## config.mk

```make
export PLATFORM = sky130hd
export DESIGN_NAME = matdet_seq
export DESIGN_NICKNAME = d
export VERILOG_FILES = /design/src/rtl/matdet_seq.sv
export SDC_FILE = /design/constraint.sdc
export NUM_CORES = 1
export LEC_CHECK = 0
export ABC_AREA = 1
export ABC_CLOCK_PERIOD_IN_PS = 12600
export CORE_MARGIN = 5
export CORE_UTILIZATION = 60
export CTS_CLUSTER_SIZE = 14
export DETAILED_ROUTE_END_ITERATION = 10
export HOLD_SLACK_MARGIN = 0.12
export PLACE_DENSITY = 0.82
export SYNTH_ARGS = -nofsm -noshare
export SYNTH_HDL_FRONTEND = slang
export SYNTH_SLANG_ARGS = --single-unit
```

## constraint.sdc

```tcl
create_clock -name clk -period 12.6 [get_ports clk]
set_clock_uncertainty 0.1 [all_clocks]
set_input_delay 1.89 -clock clk [delete_from_list [all_inputs] [get_ports clk]]
set_output_delay 1.89 -clock clk [all_outputs]
set_load 0.005 [all_outputs]
```

## src/rtl/matdet_seq.sv

```systemverilog
// Sequential fixed-point determinant engine for 2x2 or 3x3 matrices.
// One shared multiplier issues one product per clock. Overflow is sticky for the whole computation.
module matdet_seq #(
    parameter int DATA_WIDTH  = 16,
    parameter int BIN_POS     = 8,
    parameter int MATRIX_SIZE = 3
) (
    input  logic                                           clk,
    input  logic                                           rst,
    input  logic                                           start,
    input  logic [DATA_WIDTH*MATRIX_SIZE*MATRIX_SIZE-1:0]  a,
    output logic                                           busy,
    output logic                                           done,
    output logic [DATA_WIDTH-1:0]                          det,
    output logic                                           overflow
);

    localparam int N      = MATRIX_SIZE;
    localparam int NE     = N * N;
    localparam int K      = (N == 2) ? 2 : 9;
    localparam int STEP_W = 4;
    localparam int MSB    = DATA_WIDTH - 1;

    generate
        if (N != 2 && N != 3) begin : g_bad_size
            $error("matdet_seq: MATRIX_SIZE must be 2 or 3");
        end
    endgenerate

    typedef enum logic {IDLE, RUN} state_t;
    typedef enum logic [2:0] {OP_MINOR_LOAD, OP_MINOR_SUB, OP_ACC_LOAD, OP_ACC_ADD, OP_ACC_SUB} op_t;

    state_t                          state_reg, state_next;
    logic [DATA_WIDTH*NE-1:0]        a_reg;
    logic [STEP_W-1:0]               step_reg;
    logic signed [DATA_WIDTH-1:0]    acc_reg, minor_reg;
    logic signed [DATA_WIDTH-1:0]    acc_next, minor_next;
    logic                            ovf_acc_reg;
    logic                            busy_reg, done_reg, overflow_reg;
    logic [DATA_WIDTH-1:0]           det_reg;

    logic signed [DATA_WIDTH-1:0]    elem [NE];
    logic signed [DATA_WIDTH-1:0]    mul_x, mul_y;
    op_t                             op;

    generate
        for (genvar gi = 0; gi < NE; gi++) begin : g_elem
            assign elem[gi] = a_reg[gi*DATA_WIDTH +: DATA_WIDTH];
        end
    endgenerate

    // Per-step operand schedule; the size-3 case expands along row 0, three steps per column.
    generate
        if (N == 2) begin : g_sched2
            always_comb begin
                mul_x = elem[0];
                mul_y = elem[3];
                op    = OP_ACC_LOAD;
                if (step_reg != '0) begin
                    mul_x = elem[1];
                    mul_y = elem[2];
                    op    = OP_ACC_SUB;
                end
            end
        end else begin : g_sched3
            always_comb begin
                mul_x = elem[4];
                mul_y = elem[8];
                op    = OP_MINOR_LOAD;
                case (step_reg)
                    4'd1: begin mul_x = elem[5]; mul_y = elem[7];  op = OP_MINOR_SUB;  end
                    4'd2: begin mul_x = elem[0]; mul_y = minor_reg; op = OP_ACC_ADD;   end
                    4'd3: begin mul_x = elem[3]; mul_y = elem[8];  op = OP_MINOR_LOAD; end
                    4'd4: begin mul_x = elem[5]; mul_y = elem[6];  op = OP_MINOR_SUB;  end
                    4'd5: begin mul_x = elem[1]; mul_y = minor_reg; op = OP_ACC_SUB;   end
                    4'd6: begin mul_x = elem[3]; mul_y = elem[7];  op = OP_MINOR_LOAD; end
                    4'd7: begin mul_x = elem[4]; mul_y = elem[6];  op = OP_MINOR_SUB;  end
                    4'd8: begin mul_x = elem[2]; mul_y = minor_reg; op = OP_ACC_ADD;   end
                    default: ;
                endcase
            end
        end
    endgenerate

    logic signed [2*DATA_WIDTH-1:0] prod_full, prod_shift;
    logic signed [DATA_WIDTH-1:0]   prod, base, res;
    logic                           prod_ovf, is_sub, is_minor, as_ovf, step_ovf;

    assign prod_full  = mul_x * mul_y;
    assign prod_shift = prod_full >>> BIN_POS;
    assign prod       = prod_shift[DATA_WIDTH-1:0];
    // The shifted product fits only if every bit from the result sign upward is identical.
    assign prod_ovf   = !((&prod_shift[2*DATA_WIDTH-1:MSB]) || !(|prod_shift[2*DATA_WIDTH-1:MSB]));

    assign is_minor = (op == OP_MINOR_LOAD) || (op == OP_MINOR_SUB);
    assign is_sub   = (op == OP_MINOR_SUB) || (op == OP_ACC_SUB);
    assign base     = is_minor ? minor_reg : acc_reg;
    assign res      = is_sub ? base - prod : base + prod;
    assign as_ovf   = is_sub ? ((base[MSB] != prod[MSB]) && (res[MSB] != base[MSB]))
                             : ((base[MSB] == prod[MSB]) && (res[MSB] != base[MSB]));

    always_comb begin
        acc_next   = acc_reg;
        minor_next = minor_reg;
        step_ovf   = prod_ovf;
        case (op)
            OP_MINOR_LOAD: minor_next = prod;
            OP_MINOR_SUB:  begin minor_next = res; step_ovf = prod_ovf | as_ovf; end
            OP_ACC_LOAD:   acc_next = prod;
            default:       begin acc_next = res; step_ovf = prod_ovf | as_ovf; end
        endcase
    end

    wire last_step = (step_reg == STEP_W'(K - 1));

    always_ff @(posedge clk) begin
        if (rst) state_reg <= IDLE;
        else     state_reg <= state_next;
    end

    always_comb begin
        state_next = state_reg;
        case (state_reg)
            IDLE:    if (start) state_next = RUN;
            RUN:     if (last_step) state_next = IDLE;
            default: state_next = IDLE;
        endcase
    end

    always_ff @(posedge clk) begin
        if (rst) begin
            a_reg        <= '0;
            step_reg     <= '0;
            acc_reg      <= '0;
            minor_reg    <= '0;
            ovf_acc_reg  <= 1'b0;
            busy_reg     <= 1'b0;
            done_reg     <= 1'b0;
            det_reg      <= '0;
            overflow_reg <= 1'b0;
        end else begin
            done_reg <= 1'b0;
            if (state_reg == IDLE) begin
                if (start) begin
                    a_reg       <= a;
                    acc_reg     <= '0;
                    minor_reg   <= '0;
                    ovf_acc_reg <= 1'b0;
                    busy_reg    <= 1'b1;
                    step_reg    <= '0;
                end
            end else begin
                acc_reg     <= acc_next;
                minor_reg   <= minor_next;
                ovf_acc_reg <= ovf_acc_reg | step_ovf;
                step_reg    <= step_reg + 1'b1;
                if (last_step) begin
                    det_reg      <= acc_next;
                    overflow_reg <= ovf_acc_reg | step_ovf;
                    done_reg     <= 1'b1;
                    busy_reg     <= 1'b0;
                    step_reg     <= '0;
                end
            end
        end
    end

    assign busy     = busy_reg;
    assign done     = done_reg;
    assign det      = det_reg;
    assign overflow = overflow_reg;

endmodule
```

==> out/qor.tcl <==
set qor(via_per_inst) 5.575
set qor(synth_sequential_area_ratio_pct) 20.06
set qor(final_layout_size_suffix_gt1_share_pct) 4.799
set qor(power.density_nw_per_um2) 207.8
set qor(fin_nets) 3308
set qor(timing_worst_setup_path_type) {flop to flop}
set qor(synth_simple_gate_area_share_pct) 21.45
set qor(setup_viol) 0
set qor(worst_tran_pin_value_ns) 1.270
set qor(routed_wl_mm) 59.11
set qor(yosys_register_bits) 201
set qor(report.final.slew_viol_count) 0
set qor(largest_net_degree_at_the_start_of_global_routing) 129
set qor(grt.total_usage_pct) 32.56
set qor(cts_buffer_depth) 3
set qor(post_route_total_power_uw) 4735
set qor(routed_wire_length_per_instance_um) 18.12
set qor(tritoncts_clock_tree) {built}
set qor(yosys.area_share.adder_pct) 32.33
set qor(grt_setup_unrepaired) {false}
set qor(netSwitchingPower_uw) 2461
set qor(timing.critical_path.mode_cell) {nand2_1}
set qor(critical_path.max_stage_delay_ns) 0.71
set qor(grt_antenna_before_repair) 2
set qor(cts.root.buffer_cell) {clkbuf_16}
set qor(cts_hold_buffers) 0
set qor(critical_path_arrival_ns) 11.13
set qor(p_comb_share_pct) 70.2
set qor(die_h_um) 192.8
set qor(yosysTopAreaCellShare_pct) 26.15
set qor(resized_cells_post_cts) 0
set qor(synth_top_family_by_area) {adder cells}
set qor(synth_cells) 2694
set qor(synth-async-reset-ratio_pct) 0
set qor(ys_warn_count) 0
set qor(holdCritPathClass) {flop to flop}
set qor(post-route-drc-count) 0
set qor(whs_ns) 0.3557
set qor(worst_setup_path_end_kind) {flop}
set qor(synth_top_cells_by_count) {inv_1, nand2_1, nor2_1, fa_1, o21ai_0}
set qor(num_vias) 18190
set qor(pwr-share-clk_pct) 14.2
set qor(via_count_of_the_first_global_routing_pass) 18610
set qor(achievable-frequency_mhz) 92.62
set qor(vdd_ir_drop_max_mv) 0.1955
set qor(hpwl_mm) 46.48
set qor(average_cell_area_after_synthesis_um2) 7.445
set qor(x_dimension_of_the_die_um) 192.8
set qor(yosysUniqueCellTypes) 59
set qor(floorplan.initialDensity_pct) 60.26
set qor(postSynthNetCount) 3202
set qor(portBuffers) 165
set qor(synth_enable_flop_cells) 0
set qor(placeableCoreArea_um2) 33280
set qor(yosys.area_share.xor_xnor_pct) 2.358
set qor(setup_tns_ns) 0
set qor(post_synthesis_mux_area_share_pct) 0
set qor(timing.critical_path.slowest_stage_cell) {o41ai_1}
set qor(detailedRoute.firstIterationViolations) 1532
set qor(pwr-share-seq_pct) 15.5
set qor(dpl.cell_count) 3224
set qor(clkSinkCount) 201
set qor(die_area_um2) 37180
set qor(area_growth_syn_to_layout_pct) 13.63
set qor(start_kind) {flop}
set qor(instances_no_fill) 3262
set qor(largest_register_ffs) 144
set qor(reg2reg_setup_slack_ns) 1.80
set qor(first_pass_grt_wire_length_mm) 95.55
set qor(synth-compound-area-share_pct) 11.57
set qor(max-slew-margin-rel_pct) 15.02
set qor(netlist_area_um2) 20060
set qor(cp.required_ns) 12.93
set qor(global_route.overflow_total) 0
set qor(finalCritPeriodShare_pct) 85.69
set qor(htree_num_levels) 1
set qor(rows) 67
set qor(synthMostInstantiatedCell) {inv_1}
set qor(place.gp.congestion) 0.9974
set qor(number_of_max_cap_violations) 0
set qor(drt_pass1_iterations) 8
set qor(internal_power_uw) 2274
set qor(cp_max_fo) 63
set qor(clk_pin_slew_ns) 0.06
set qor(power.switching_fraction_pct) 51.97
set qor(run_status) {finished, final reports clean}
set qor(finalHoldViolations) 0
set qor(cts.repair_timing.setup_buffer_count) 0
set qor(biggest_area_contributors_in_the_synthesized_netlist) {fa_1, dfxtp_1, inv_1, nand2_1, nor2_1}
set qor(timing.final.crit_period_ns) 10.80
set qor(clkLatencyLatePin_ns) 0.53
set qor(netlist.top_cell.by_area) {fa_1}
set qor(numCtsBuffers) 22
set qor(ios) 166
set qor(flip_flop_cell_with_the_highest_count_after_synthesis) {dfxtp_1}
set qor(leakagePower_uw) 0.01128
set qor(route.antenna.remaining_nets) 0
cell families after synthesis:
kind of cell,Yosys count
adder cells (fa/ha/maj),361
buffers and inverters,647
XOR/XNOR,51
AND/OR/NAND/NOR,1029
AO/OA/AOI/OAI,405
flip-flops,201
power by group through the flow:
stage	registers [µW]	logic, µW	clock network, µW
final	736	3330	674
after global routing	740	3700	705
after CTS	733	3290	675
after detailed placement	746	3270	0
after global placement	745	3220	0
after floorplan	726	2400	0
metal layers:
metal	GRT usage [%]	share of wire [%]
met1	42.29	39
met2	52.63	46
met3	6.313	8.8
met4	15.39	5.2
met5	0	0.047
metrics by stage:
stage	utilization [%]	setup slack (ns)	instance area, µm²
after floorplan	-	3.589	20060
after global placement	66.20	2.117	22030
after detailed placement	66.20	1.955	22030
after CTS	68.47	1.882	22790
after global routing	68.47	0.9269	22790
final	68.48	1.803	22790
path summary, 6_finish.rpt:
path | start | endpoint | cells after the start
worst max register to register | step_reg[0] | acc_reg[11] | 42
worst min register to register | det[6] | det[6] | 2
worst max-delay path | step_reg[0] | acc_reg[11] | 42
worst min-delay path | det[6] | det[6] | 2
layout make-up:
class	instances	area [µm²]
repair buffers	187	1817
clock buffers	27	599.3
inverters	542	2042
multi-input cells	1846	13590
diodes	1	2.502
fillers	2770	10490
well taps	448	560.5
flip-flops and latches	201	4024
clock inverters	10	156.4
worst max-delay path, delay by kind of cell (launching register included):
family	cells	cell delay, ns
adders and majority gates	10	3.91
DFF	1	0.42
buffers and inverters	6	0.57
AOI/OAI and AO/OA	10	2.32
and+or+nand+nor	13	2.85
xor gates and xnor gates	3	0.53
layout by cell type, fill, tap and decap left out, types with 11 or more instances in the layout:
cell             synthesis  final
a22oi_1                 28     28
ha_1                    99     99
inv_1                  527    526
o21ai_0                211    211
nand2_2                 21     21
clkdlybuf4s50_1          0    165
fa_1                   262    262
nor2_1                 384    383
nand4_1                 16     16
nand3_1                 51     51
xor2_1                  29     29
nor3_1                  11     11
dfxtp_1                201    201
a22o_1                  13     13
buf_4                    0     22
a21oi_1                 95     95
xnor2_1                 20     20
nand2_1                498    498
clkbuf_16                0     22
Power figures use the tool's default switching activity.
